`src/rtl/codec_cfg_pkg.sv`:
```
// Shared types and constants for the codec configuration sequencer.
// Holds the FSM state encoding, the init table entry layout, the WM8731
// register indices used by the init table and the default device address.
package codec_cfg_pkg;

    typedef enum logic [3:0] {
        IDLE,
        LOAD,
        REQ,
        WAIT,
        GAP,
        READY,
        RT_REQ,
        RT_WAIT,
        ERR
    } state_t;

    typedef struct packed {
        logic [7:0] reg_addr;
        logic [7:0] data;
    } cfg_entry_t;

    // WM8731 register indices
    localparam logic [7:0] REG_LLINE_IN     = 8'h00;
    localparam logic [7:0] REG_RLINE_IN     = 8'h01;
    localparam logic [7:0] REG_LHP_OUT      = 8'h02;
    localparam logic [7:0] REG_RHP_OUT      = 8'h03;
    localparam logic [7:0] REG_ANALOG_PATH  = 8'h04;
    localparam logic [7:0] REG_DIGITAL_PATH = 8'h05;
    localparam logic [7:0] REG_POWER_DOWN   = 8'h06;
    localparam logic [7:0] REG_INTERFACE    = 8'h07;
    localparam logic [7:0] REG_SAMPLING     = 8'h08;
    localparam logic [7:0] REG_ACTIVE       = 8'h09;
    localparam logic [7:0] REG_RESET        = 8'h0F;

    // 7-bit address 0x1A with R/W=0
    localparam logic [7:0] DEFAULT_DEV_ADDR = 8'h34;

endpackage

```
`src/rtl/codec_cfg_rom.sv`:
```
// Power-up register table for the codec. Pure combinational lookup from
// entry index to (register, data); indices past the table return zeros.
module codec_cfg_rom
    import codec_cfg_pkg::*;
(
    input  logic [7:0] idx,
    output cfg_entry_t entry
);

    // Table lookup; reset first, activate last so the codec powers up configured
    always_comb begin
        entry = '{reg_addr: 8'h00, data: 8'h00};
        case (idx)
            8'd0:    entry = '{reg_addr: REG_RESET,        data: 8'h00};
            8'd1:    entry = '{reg_addr: REG_LLINE_IN,     data: 8'h17};
            8'd2:    entry = '{reg_addr: REG_RLINE_IN,     data: 8'h17};
            8'd3:    entry = '{reg_addr: REG_LHP_OUT,      data: 8'h79};
            8'd4:    entry = '{reg_addr: REG_RHP_OUT,      data: 8'h79};
            8'd5:    entry = '{reg_addr: REG_ANALOG_PATH,  data: 8'h12};
            8'd6:    entry = '{reg_addr: REG_DIGITAL_PATH, data: 8'h00};
            8'd7:    entry = '{reg_addr: REG_POWER_DOWN,   data: 8'h00};
            8'd8:    entry = '{reg_addr: REG_INTERFACE,    data: 8'h42};
            8'd9:    entry = '{reg_addr: REG_SAMPLING,     data: 8'h00};
            8'd10:   entry = '{reg_addr: REG_ACTIVE,       data: 8'h01};
            default: entry = '{reg_addr: 8'h00, data: 8'h00};
        endcase
    end

endmodule

```
`src/rtl/codec_cfg_sequencer.sv`:
```
// Codec configuration sequencer: walks the init table through i2c_write,
// inserting a settle gap between entries, then arbitrates i2c_write for one
// runtime requester (volume/mute updates).
// Optional build macro CODEC_CFG_TIMEOUT_EN adds an i2c_done watchdog that
// drops into ERR and raises the sticky err flag.
//
// Handshakes:
//   i2c_write is a one-cycle request; operands are held from LOAD (or the
//   READY latch) until the one-cycle i2c_done pulse. rt_req is a level held
//   by the requester until rt_ack, which pulses for one cycle the cycle after
//   i2c_done; rt_req must be low the cycle after rt_ack.
module codec_cfg_sequencer
    import codec_cfg_pkg::*;
#(
    parameter int         NUM_ENTRIES    = 11,
    parameter logic [7:0] DEV_ADDR       = DEFAULT_DEV_ADDR,
    parameter int         GAP_CYCLES     = 1000,
    parameter int         TIMEOUT_CYCLES = 1000000
) (
    input  logic       sys_clk,
    input  logic       sys_rst_n,
    input  logic       start,
    output logic       busy,
    output logic       init_done,
    output logic       err,
    input  logic       rt_req,
    input  logic [7:0] rt_reg,
    input  logic [7:0] rt_data,
    output logic       rt_ack,
    output logic       i2c_write,
    output logic [7:0] i2c_addr,
    output logic [7:0] i2c_register,
    output logic [7:0] i2c_data,
    input  logic       i2c_done
);

    localparam logic [7:0]  LAST_IDX = 8'(NUM_ENTRIES - 1);
    localparam logic [31:0] GAP_LAST = 32'(GAP_CYCLES - 1);

    state_t      state, state_next;
    logic [7:0]  idx, idx_next;
    logic [31:0] gap_cnt, gap_next;
    logic        load_rom, load_rt, ack_next, set_err, clr_err;
    logic        err_q;
    logic        timeout_hit;
    cfg_entry_t  rom_entry;

    codec_cfg_rom u_rom (
        .idx   (idx),
        .entry (rom_entry)
    );

`ifdef CODEC_CFG_TIMEOUT_EN
    localparam logic [31:0] TIMEOUT_LAST = 32'(TIMEOUT_CYCLES - 1);
    logic [31:0] to_cnt;

    // Watchdog: counts cycles spent waiting for i2c_done, restarts on each wait
    always_ff @(posedge sys_clk or negedge sys_rst_n) begin
        if (!sys_rst_n) begin
            to_cnt <= 32'd0;
        end else if (state == WAIT || state == RT_WAIT) begin
            if (to_cnt != '1) to_cnt <= to_cnt + 32'd1;
        end else begin
            to_cnt <= 32'd0;
        end
    end

    assign timeout_hit = (state == WAIT || state == RT_WAIT) && (to_cnt >= TIMEOUT_LAST);
`else
    logic unused_timeout_cfg;
    assign unused_timeout_cfg = ^32'(TIMEOUT_CYCLES);
    assign timeout_hit        = 1'b0;
`endif

    // Next-state logic; i2c_done is checked before the watchdog so done wins a tie
    always_comb begin
        state_next = state;
        idx_next   = idx;
        gap_next   = gap_cnt;
        load_rom   = 1'b0;
        load_rt    = 1'b0;
        ack_next   = 1'b0;
        set_err    = 1'b0;
        clr_err    = 1'b0;
        case (state)
            IDLE: begin
                if (start) begin
                    idx_next   = 8'd0;
                    state_next = LOAD;
                end
            end
            LOAD: begin
                load_rom   = 1'b1;
                state_next = REQ;
            end
            REQ: state_next = WAIT;
            WAIT: begin
                if (i2c_done) begin
                    if (idx == LAST_IDX) begin
                        state_next = READY;
                    end else if (GAP_CYCLES == 0) begin
                        idx_next   = idx + 8'd1;
                        state_next = LOAD;
                    end else begin
                        gap_next   = 32'd0;
                        state_next = GAP;
                    end
                end else if (timeout_hit) begin
                    set_err    = 1'b1;
                    state_next = ERR;
                end
            end
            GAP: begin
                if (gap_cnt >= GAP_LAST) begin
                    gap_next   = 32'd0;
                    idx_next   = idx + 8'd1;
                    state_next = LOAD;
                end else if (gap_cnt != '1) begin
                    gap_next = gap_cnt + 32'd1;
                end
            end
            READY: begin
                // start wins over a pending runtime request; rt_ack high means
                // the requester is still dropping its previous request
                if (start) begin
                    idx_next   = 8'd0;
                    state_next = LOAD;
                end else if (rt_req && !rt_ack) begin
                    load_rt    = 1'b1;
                    state_next = RT_REQ;
                end
            end
            RT_REQ: state_next = RT_WAIT;
            RT_WAIT: begin
                if (i2c_done) begin
                    ack_next   = 1'b1;
                    state_next = READY;
                end else if (timeout_hit) begin
                    set_err    = 1'b1;
                    state_next = ERR;
                end
            end
            ERR: begin
                if (start) begin
                    clr_err    = 1'b1;
                    idx_next   = 8'd0;
                    state_next = LOAD;
                end
            end
            default: state_next = IDLE;
        endcase
    end

    // State, table index, gap counter and the registered ack/err flags
    always_ff @(posedge sys_clk or negedge sys_rst_n) begin
        if (!sys_rst_n) begin
            state   <= IDLE;
            idx     <= 8'd0;
            gap_cnt <= 32'd0;
            rt_ack  <= 1'b0;
            err_q   <= 1'b0;
        end else begin
            state   <= state_next;
            idx     <= idx_next;
            gap_cnt <= gap_next;
            rt_ack  <= ack_next;
            if (set_err)      err_q <= 1'b1;
            else if (clr_err) err_q <= 1'b0;
        end
    end

    // Operand registers for i2c_write; only loaded in LOAD or on a READY accept
    always_ff @(posedge sys_clk or negedge sys_rst_n) begin
        if (!sys_rst_n) begin
            i2c_addr     <= DEV_ADDR;
            i2c_register <= 8'h00;
            i2c_data     <= 8'h00;
        end else begin
            i2c_addr <= DEV_ADDR;
            if (load_rom) begin
                i2c_register <= rom_entry.reg_addr;
                i2c_data     <= rom_entry.data;
            end else if (load_rt) begin
                i2c_register <= rt_reg;
                i2c_data     <= rt_data;
            end
        end
    end

    assign busy      = !(state inside {IDLE, READY, ERR});
    assign init_done = state inside {READY, RT_REQ, RT_WAIT};
    assign i2c_write = (state == REQ) || (state == RT_REQ);
    assign err       = err_q;

endmodule

```
`config.mk`:
```
export PLATFORM = sky130hd
export DESIGN_NAME = codec_cfg_sequencer
export DESIGN_NICKNAME = d
export VERILOG_FILES = /design/src/rtl/codec_cfg_pkg.sv /design/src/rtl/codec_cfg_rom.sv /design/src/rtl/codec_cfg_sequencer.sv
export SDC_FILE = /design/constraint.sdc
export NUM_CORES = 1
export LEC_CHECK = 0
export ABC_CLOCK_PERIOD_IN_PS = 2600
export CAP_MARGIN = 20
export CORE_MARGIN = 1
export CORE_UTILIZATION = 55
export CTS_CLUSTER_DIAMETER = 150
export CTS_CLUSTER_SIZE = 30
export DETAILED_ROUTE_END_ITERATION = 16
export PLACE_DENSITY = 0.83
export SYNTH_ARGS = -nofsm -noshare
export SYNTH_HDL_FRONTEND = slang
export SYNTH_HIERARCHICAL = 1
export SYNTH_SLANG_ARGS = --single-unit
```
`constraint.sdc`:
```
create_clock -name sys_clk -period 2.6 [get_ports sys_clk]
set_input_delay 0.39 -clock sys_clk [delete_from_list [all_inputs] [get_ports sys_clk]]
set_output_delay 0.39 -clock sys_clk [all_outputs]
set_load 0.03 [all_outputs]
```
==> results of run 1 <==
stage by stage:
| stage | power, mW | util |
|---|---|---|
| 6_report | 4.52 | 0.690 |
| 5_1_grt | 4.81 | 0.690 |
| 4_1_cts | 4.53 | 0.690 |
| 3_5_place_dp | 3.67 | 0.655 |
| 3_3_place_gp | 3.61 | 0.655 |
| 2_1_floorplan | 3.01 | - |
synthesized netlist by cell type (3+ instances only):
| library cell | number | share of area |
|---|---|---|
| nand4_1 | 8 | 0.014 |
| nand2_1 | 18 | 0.019 |
| o2111ai_1 | 3 | 0.0074 |
| buf_6 | 3 | 0.0095 |
| o31ai_1 | 7 | 0.015 |
| clkbuf_1 | 7 | 0.0074 |
| and3_1 | 9 | 0.016 |
| o21a_1 | 12 | 0.025 |
| nor4_1 | 6 | 0.011 |
| or2_2 | 3 | 0.0053 |
| inv_1 | 11 | 0.012 |
| conb_1 | 3 | 0.0032 |
| a21oi_1 | 24 | 0.034 |
| nor3_2 | 3 | 0.0085 |
| buf_4 | 15 | 0.032 |
| or3_1 | 3 | 0.0053 |
| a22o_1 | 4 | 0.0099 |
| nor2_1 | 49 | 0.052 |
| a41oi_1 | 5 | 0.012 |
| a31oi_1 | 5 | 0.0088 |
| mux2i_1 | 17 | 0.048 |
| dfrtp_1 | 60 | 0.42 |
| o21ai_1 | 6 | 0.0085 |
| xor2_1 | 3 | 0.0074 |
| nand3_1 | 13 | 0.018 |
| buf_2 | 4 | 0.0057 |
| nor2b_1 | 5 | 0.0088 |
| nand2b_1 | 6 | 0.011 |
| a21o_1 | 5 | 0.011 |
| a211oi_2 | 4 | 0.014 |
| o21ai_0 | 7 | 0.0099 |
| ha_1 | 8 | 0.028 |
| nor3_1 | 11 | 0.016 |
power by group:
group | total [mW] | internal [mW] | switching [mW] | leakage, nW
registers | 1.41 | 1.16 | 0.245 | 0.778
clock network | 0.848 | 0.498 | 0.350 | 0.108
logic | 2.26 | 0.928 | 1.33 | 0.917
layout make-up:
type | instances | area, um2
clock buffer | 15 | 206
fill | 449 | 1880
inverter | 11 | 41.3
multi-input combinational | 287 | 1850
sequential | 60 | 1500
tap | 75 | 93.8
timing repair buffer | 53 | 495
state kept, by name, summed over array words and instances, names as in the netlist:
register,cells
idx,8
gap_cnt,32
rt_ack,1
i2c_data,8
state,3
i2c_register,8
logic make-up after synthesis:
family,after synthesis
and+or+nand+nor,154
AOI/OAI and AO/OA,90
DFF,60
buffers and inverters,41
muxes,17
adders and majority gates,9
other,3
xor gates and xnor gates,3
worst max-delay path, stage by stage, from the launching register on:
cell and delay (ns):
dfrtp_1 0.52, and2b_1 0.23, nor3_2 0.22, inv_1 0.07, clkdlybuf4s50_1 0.59
routing by layer:
metal  global-route usage  vias up  part of all wire
li1                     -     1430                 -
met1                0.322     1362              0.45
met2                0.411       90              0.48
met3               0.0582       13             0.049
met4                0.125        0             0.017
met5                    0        -                 0
worst min-delay path by stage:
stage / depth (start not counted) / to / from
floorplan: 0 / gap_cnt[0] / sys_rst_n
global placement: 1 / idx[3] / sys_rst_n
detailed placement: 1 / idx[3] / sys_rst_n
CTS: 1 / gap_cnt[31] / gap_cnt[31]
global route: 1 / gap_cnt[31] / gap_cnt[31]
finish: 1 / gap_cnt[31] / gap_cnt[31]
==> reports/results.ini, run 1 <==
[run_status]
outcome = completed

[clock_network]
cts_tree = yes
cts.reportedPaths.clkPinSlew_ns = 0.07
ctsResizeCount = 0
cts.htree.levels = 3
insertion_delay_ns = 0.34
cts-root-buf = clkbuf_8
numCtsBuffers = 9
post-cts-setup-buffers = 0
cts_max_path_buffers = 2
cts.sinks = 60
postCtsHoldBufs = 1

[sta]
finalCritPeriodShare = 0.909
final.setup.worst_slack_ns = 0.236
grt_setup_unrepaired = false
hold_viol = 0
whs_ns = 0.506
worst_slew_pin_slew_ns = 0.543
skew_ns = 0.0115
max_slew_margin = 0.635
finalMaxSlewViolations = 0
final.min_clock_period_ns = 2.36
fmaxAchievable_mhz = 423
setup_violations = 0
final.setup.tns_ns = 0

[critical_path]
r2r_end = gap_cnt[3]
cp-end-kind = output port
cp.required_ns = 2.21
startpoint_type = register
cp-endpoint = busy
cp_max_fo = 11
r2r_slack_ns = 0.50
rr_worst_depth = 6
timing.rr.start = gap_cnt[0]
crit_type = register to output port
cp.arrival_ns = 1.97
cp-startpoint = state[0]

[place]
place_area_um2 = 3970
finalWeightedCongestion = 0.862
placed_cells = 485
post-dp-hpwl_um = 5610
io_buffers = 40
place_ws_ns = 0.503

[floorplan]
rows = 28
die_x_um = 82.2
die_height_um = 82.2
start_util = 0.584
fp.coreArea_um2 = 6060
fp.dieArea_um2 = 6760
io_pins = 50

[global_routing]
grt_pass1_vias = 2783
grt.overflow.total = 0
antenna_found_initial = 0
grt_max_degree = 34
grt_util_all_layers = 0.255
grt_pass1_wl_um = 12900

[synthesis]
synth_cell_type_count = 58
synth_top_family_by_area = simple AND/OR/NAND/NOR gates
synth-seq-cells = 60
synth_xor_area_frac = 0.00743
syn-cell-area_um2 = 3540
synth-adder-area-share = 0.0311
yosys.area_share.simple = 0.243
yosys_warnings = 6
async_flop_share = 1.00
synth_compound_area_frac = 0.176
syn_inst = 377
synth_seq_area_share = 0.424
synthMuxAreaShare = 0.0481
synth_edf_count = 0
ys.flop_type = dfrtp_1
syn_avg_cell_area_um2 = 9.39

[drt]
drt_iter0_drc = 201
drc = 0
vias_per_cell = 5.78
drtAntennaViolNets = 0
drt_pass1_iterations = 4
drt_wl_total_um = 7800
vias = 2895
routedWlPerCell_um = 15.6

[finish]
final_common_cell = dfrtp_1
n_antenna_cell = 0
layout.nets = 451
fin_area_um2 = 4180
instances_no_fill = 501
drive_above_1_share = 0.120
syn_to_final_growth_pct = 18.2
final_cell_mix = dfrtp_1, nor2_1, clkdlybuf4s50_1

[pwr]
powerDensity_nw_per_um2 = 1080
p_leak_nw = 1.80
peakVddDrop_uv = 698

[worst_hold_path]
hp-class = register to register

[run]
drv_cap = 0

(Power assumes the default switching activity.)
==> run 2: changes to the inputs <==
--- a/config.mk
+++ b/config.mk
@@ -8,12 +8,12 @@
 export ABC_CLOCK_PERIOD_IN_PS = 2600
 export CAP_MARGIN = 20
 export CORE_MARGIN = 1
-export CORE_UTILIZATION = 55
+export CORE_UTILIZATION = 54
 export CTS_CLUSTER_DIAMETER = 150
 export CTS_CLUSTER_SIZE = 30
 export DETAILED_ROUTE_END_ITERATION = 16
+export GPL_ROUTABILITY_DRIVEN = 0
 export PLACE_DENSITY = 0.83
 export SYNTH_ARGS = -nofsm -noshare
 export SYNTH_HDL_FRONTEND = slang
-export SYNTH_HIERARCHICAL = 1
 export SYNTH_SLANG_ARGS = --single-unit
==> run 2 against run 1 <==
Sequential share of layout area up 1.6 points; die area down 4.7%; global-route usage down 0.35 points; synthesized cell count down 6.4%; via count down 3.4%; clock-buffer cell count down 6; register-to-register slack worse by 0.22 ns; cell area down 4.3%; flip-flop and latch count unchanged.
==> reports/results.ini, run 2 <==
[synthesis]
syn-cell-area_um2 = 3310  ; was 3540 um2
synth_cell_type_count = 57  ; was 58
syn_inst = 353  ; was 377
synth-seq-cells = 60  ; unchanged
synth_area_leader_cell = dfrtp_1  ; unchanged
ys.flop_type = dfrtp_1  ; unchanged
synthTopCellsByArea = dfrtp_1, nor2_1, mux2i_1  ; unchanged
synth_seq_area_share = 0.454  ; was 0.424
syn_avg_cell_area_um2 = 9.36  ; was 9.39 um2
synth.most_common_cell = dfrtp_1  ; unchanged
synth_edf_count = 0  ; unchanged
async_flop_share = 1.00  ; unchanged
yosysTopAreaCellShare = 0.454  ; was 0.424
yosys_warnings = 0  ; was 6
synthTopCellsByCount = dfrtp_1, nor2_1, nand2_1  ; was dfrtp_1, nor2_1, a21oi_1

[floorplan]
fp.coreArea_um2 = 5920  ; was 6060 um2
rows = 28  ; unchanged
fp.dieArea_um2 = 6440  ; was 6760 um2
die_x_um = 80.2  ; was 82.2 um
start_util = 0.558  ; was 0.584
io_pins = 50  ; unchanged
die_height_um = 80.2  ; was 82.2 um

[finish]
final_common_cell = dfrtp_1  ; unchanged
drive_above_1_share = 0.107  ; was 0.120
fin_util = 0.676  ; was 0.690
syn_to_final_growth_pct = 21.1  ; was 18.2%
layout.nets = 424  ; was 451
n_antenna_cell = 0  ; unchanged
largest_reg_flops = 32  ; unchanged
max_flop_register = gap_cnt  ; unchanged
n_fill_cell = 476  ; was 449
final_cell_mix = dfrtp_1, nor2_1, clkdlybuf4s50_1  ; unchanged

[sta]
fmaxAchievable_mhz = 408  ; was 423 MHz
worst_slew_pin_slew_ns = 0.746  ; was 0.543 ns
finalCritPeriodShare = 0.942  ; was 0.909
final.min_clock_period_ns = 2.45  ; was 2.36 ns
skew_ns = 0.00867  ; was 0.0115 ns
hold_viol = 0  ; unchanged
setup_violations = 0  ; unchanged
grt_setup_unrepaired = false  ; unchanged
max_slew_margin = 0.502  ; was 0.635
finalMaxSlewViolations = 0  ; unchanged
final.setup.tns_ns = 0  ; unchanged

[critical_path]
crit_type = register to output port  ; unchanged
r2r_slack_ns = 0.28  ; was 0.50 ns
r2r_end = idx[4]  ; was gap_cnt[3]
cp-end-kind = output port  ; unchanged
timing.rr.start = gap_cnt[26]  ; was gap_cnt[0]
cp_max_fo = 9  ; was 11
startpoint_type = register  ; unchanged
rr_worst_depth = 6  ; unchanged
cp.arrival_ns = 2.06  ; was 1.97 ns
cp.required_ns = 2.21  ; about the same

[global_routing]
grt_util_all_layers = 0.252  ; was 0.255
antenna_found_initial = 0  ; unchanged
grt_pass1_vias = 2621  ; was 2783
grt.overflow.total = 0  ; unchanged
grt_max_degree = 27  ; was 34
grt_pass1_wl_um = 12200  ; was 12900 um

[run]
drv_cap = 0  ; unchanged

[drt]
drt_iter0_drc = 171  ; was 201
routedWlPerCell_um = 15.4  ; was 15.6 um
drt_wl_total_um = 7380  ; was 7800 um
drt_pass1_iterations = 7  ; was 4
drtAntennaViolNets = 0  ; unchanged
vias = 2796  ; was 2895
vias_per_cell = 5.85  ; was 5.78
drc = 0  ; unchanged

[clock_network]
cts.reportedPaths.clkPinSlew_ns = 0.07  ; about the same
numCtsBuffers = 9  ; unchanged
postCtsHoldBufs = 0  ; was 1
cts-root-buf = clkbuf_8  ; unchanged
insertion_delay_ns = 0.35  ; was 0.34 ns
cts_tree = yes  ; unchanged
cts.sinks = 60  ; unchanged
cts.htree.levels = 3  ; unchanged
cts_max_path_buffers = 2  ; unchanged

[place]
post-dp-hpwl_um = 5200  ; was 5610 um
io_buffers = 40  ; unchanged

[pwr]
p_leak_nw = 1.86  ; was 1.80 nW
peakVddDrop_uv = 805  ; was 698 uV
powerDensity_nw_per_um2 = 1060  ; was 1080 nW/um2

[worst_hold_path]
hp-class = primary input to asynchronous set/reset pin  ; was register to register

[run_status]
outcome = completed  ; unchanged

run 2: how the worst max path moves through the flow:
| stage | endpoint | start | cells past startpoint |
|---|---|---|---|
| 2_1_floorplan | gap_cnt[15] | idx[0] | 8 |
| 3_3_place_gp | gap_cnt[20] | i2c_done | 6 |
| 3_5_place_dp | gap_cnt[21] | i2c_done | 6 |
| 4_1_cts | busy | state[0] | 4 |
| 5_1_grt | busy | state[0] | 4 |
| 6_report | busy | state[0] | 4 |
run 2: cell families after synthesis:
logic type / after synthesis / share of synthesized area
AOI/OAI and AO/OA: 86 / 0.172
DFF: 60 / 0.454
and+or+nand+nor: 147 / 0.243
adders and majority gates: 6 / 0.0220
other: 2 / 0.00227
xor gates and xnor gates: 1 / 0.00265
muxes: 16 / 0.0484
buffers and inverters: 35 / 0.0556
run 2: layer usage:
layer,track usage,wire [um],vias up
li1,-,-,1359
met2,0.430,3720,82
met5,0,0,-
met3,0.0614,421,8
met1,0.303,3160,1347
met4,0.100,89,0
run 2: power by group:
part	switching, mW	internal [mW]
Combinational	1.07	0.725
Clock	0.407	0.642
Sequential	0.257	1.17
Total	1.73	2.53
run 2: final cells by class:
class                   instances  area, um2  share of cell area
clock buffers                   9        124              0.0309
clock inverters                 7        123              0.0306
inverters                      13       48.8              0.0122
multi-input cells             265       1650               0.412
flip-flops and latches         60       1500               0.375
well taps                      75       93.8              0.0234
repair buffers                 49        463               0.116
run 2: worst max-delay path, stage by stage (launching register included):
cell	delay (ns)
dfrtp_1	0.54
nor2b_2	0.32
nor3_2	0.09
inv_1	0.08
clkdlybuf4s50_1	0.67
run 2: repair_timing:
action	CTS	global route
gates resized for setup	0	2
setup endpoints to repair	0	2
buffers inserted	0	0
run 2: stage by stage:
stage | instance area, um2 | setup slack [ns] | total power [mW] | cells | hold slack, ns
4_1_cts | 4000 | 0.0705 | 4.27 | 478 | 0.0551
5_1_grt | 4000 | 0.0560 | 4.53 | 478 | 0.0799
3_5_place_dp | 3750 | 0.199 | 3.21 | 462 | 0.431
2_1_floorplan | 3330 | 0.694 | 2.63 | 360 | 0.0944
3_3_place_gp | 3750 | 0.296 | 3.18 | 462 | 0.418
6_report | 4000 | 0.151 | 4.26 | 478 | 0.0388
==> run 3: changes to the inputs <==
--- a/config.mk
+++ b/config.mk
@@ -8,12 +8,13 @@
 export ABC_CLOCK_PERIOD_IN_PS = 2600
 export CAP_MARGIN = 20
 export CORE_MARGIN = 1
-export CORE_UTILIZATION = 54
+export CORE_UTILIZATION = 63
 export CTS_CLUSTER_DIAMETER = 150
 export CTS_CLUSTER_SIZE = 30
 export DETAILED_ROUTE_END_ITERATION = 16
+export DONT_BUFFER_PORTS = 1
 export GPL_ROUTABILITY_DRIVEN = 0
-export PLACE_DENSITY = 0.83
+export PLACE_DENSITY = 0.82
 export SYNTH_ARGS = -nofsm -noshare
 export SYNTH_HDL_FRONTEND = slang
 export SYNTH_SLANG_ARGS = --single-unit
==> run 3 against run 2 <==
Total power decreased by 10%; critical path type unchanged; flip-flop and latch count unchanged; combinational power decreased by 28%; setup slack improved by 0.22 ns; worst hold slack improved by 0.16 ns; non-clock buffer count decreased by 41; highest routed layer unchanged.
==> reports/results.ini, run 3 (synthesized netlist as in run 2, its figures left out) <==
[run_status]
outcome = completed  ; unchanged

[drt]
drt_wl_total_um = 7490  ; was 7380 um
vias = 2715  ; was 2796
vias_per_cell = 6.33  ; was 5.85
drt_iter0_drc = 275  ; was 171
routedWlPerCell_um = 17.5  ; was 15.4 um
drt_pass1_iterations = 5  ; was 7
drtAntennaViolNets = 0  ; unchanged
drc = 0  ; unchanged

[worst_hold_path]
hp-class = primary input to register  ; was primary input to asynchronous set/reset pin

[place]
post-dp-hpwl_um = 4980  ; was 5200 um
io_buffers = 0  ; was 40

[sta]
finalCritPeriodShare = 0.857  ; was 0.942
finalMaxSlewViolations = 0  ; unchanged
final.min_clock_period_ns = 2.23  ; was 2.45 ns
fmaxAchievable_mhz = 449  ; was 408 MHz
hold_viol = 0  ; unchanged
max_slew_margin = 0.578  ; was 0.502
grt_setup_unrepaired = false  ; unchanged
final.setup.tns_ns = 0  ; unchanged
skew_ns = 0.00733  ; was 0.00867 ns
setup_violations = 0  ; unchanged
worst_slew_pin_slew_ns = 0.635  ; was 0.746 ns

[finish]
syn_to_final_growth_pct = 7.87  ; was 21.1%
final_cell_mix = dfrtp_1, nor2_1, nand2_1  ; was dfrtp_1, nor2_1, clkdlybuf4s50_1
drive_above_1_share = 0.102  ; was 0.107
fin_util = 0.731  ; was 0.676
n_antenna_cell = 0  ; unchanged
layout.nets = 383  ; was 424
final_common_cell = dfrtp_1  ; unchanged
max_flop_register = gap_cnt  ; unchanged
largest_reg_flops = 32  ; unchanged

[critical_path]
crit_type = register to output port  ; unchanged
cp-end-kind = output port  ; unchanged
startpoint_type = register  ; unchanged
cp.arrival_ns = 1.84  ; was 2.06 ns
cp.required_ns = 2.21  ; about the same
cp_max_fo = 9  ; unchanged

[global_routing]
grt.overflow.total = 0  ; unchanged
grt_pass1_wl_um = 12300  ; was 12200 um
grt_max_degree = 61  ; was 27
grt_pass1_vias = 2613  ; was 2621
grt_util_all_layers = 0.300  ; was 0.252
antenna_found_initial = 0  ; unchanged

[clock_network]
cts-root-buf = clkbuf_8  ; unchanged
cts.htree.levels = 3  ; unchanged
post-cts-setup-buffers = 0  ; unchanged
insertion_delay_ns = 0.35  ; about the same
cts_tree = yes  ; unchanged
postCtsHoldBufs = 2  ; was 0
cts.reportedPaths.clkPinSlew_ns = 0.07  ; about the same
cts.sinks = 60  ; unchanged
cts_max_path_buffers = 2  ; unchanged
numCtsBuffers = 9  ; unchanged
ctsResizeCount = 0  ; unchanged

[pwr]
powerDensity_nw_per_um2 = 1080  ; was 1060 nW/um2
p_leak_nw = 1.70  ; was 1.86 nW
peakVddDrop_uv = 787  ; was 805 uV

[floorplan]
start_util = 0.677  ; was 0.558
rows = 25  ; was 28
die_height_um = 74.4  ; was 80.2 um
fp.coreArea_um2 = 4880  ; was 5920 um2
io_pins = 50  ; unchanged
die_x_um = 74.4  ; was 80.2 um
fp.dieArea_um2 = 5540  ; was 6440 um2

[run]
drv_cap = 0  ; unchanged

==> run 3: cell types whose count changed in the layout (fill, tap and decap cells not counted), sizes merged, moves of 2 or more <==
| cell | change |
|---|---|
| clkdlybuf4s50 | -39 |
| inv | -2 |
| bufinv | -2 |
| clkbuf | +3 |
| clkinv | +2 |
| buf | -3 |
==> run 3: metrics by stage <==
| step | setup WS [ns] | std cells | area (um2) | hold slack (ns) | total power [mW] |
|---|---|---|---|---|---|
| 3_3_place_gp | 0.507 | 411 | 3330 | 0.0964 | 2.86 |
| 5_1_grt | 0.216 | 429 | 3570 | 0.212 | 4.06 |
| 2_1_floorplan | 0.694 | 360 | 3330 | 0.0944 | 2.63 |
| 4_1_cts | 0.390 | 429 | 3570 | 0.204 | 3.82 |
| 3_5_place_dp | 0.425 | 411 | 3330 | 0.0960 | 2.92 |
| 6_report | 0.371 | 429 | 3570 | 0.203 | 3.84 |
==> run 3: critical path: stages, from the launching register on <==
cell	delay, ns
dfrtp_1	0.49
nor2b_1	0.24
nor3_2	0.46
inv_1	0.29
==> run 3: final cells by class <==
class                           count  area (um2)
Timing Repair Buffer                8        82.6
Clock inverter                      4        47.5
Tap cell                           67        83.8
Sequential cell                    60        1500
Inverter                           13        48.8
Fill cell                         373        1310
Clock buffer                       12         155
Multi-Input combinational cell    265        1650
==> run 3: power breakdown <==
part | switching (mW) | internal (mW) | total [mW]
sequential | 0.534 | 1.16 | 1.69
combinational | 0.802 | 0.475 | 1.28
clock | 0.373 | 0.492 | 0.865
==> run 3: per-layer routing <==
layer  wire length, um  global-route usage
met5                 0                   0
met4               118               0.124
met2              3810               0.485
met1              3190               0.383
met3               370              0.0813
==> run 3: worst paths after layout <==
kind                        startpoint         endpoint  slack, ns  cells past startpoint
setup / recovery              state[0]             busy       0.37                      3
hold / removal               rt_reg[5]  i2c_register[5]       0.20                      2
setup reg to reg           gap_cnt[26]       gap_cnt[6]       0.39                      5
hold reg to reg            gap_cnt[31]      gap_cnt[31]       0.51                      1
max in group asynchronous    sys_rst_n      gap_cnt[27]       1.77                      2
min in group asynchronous    sys_rst_n       gap_cnt[6]       0.56                      2
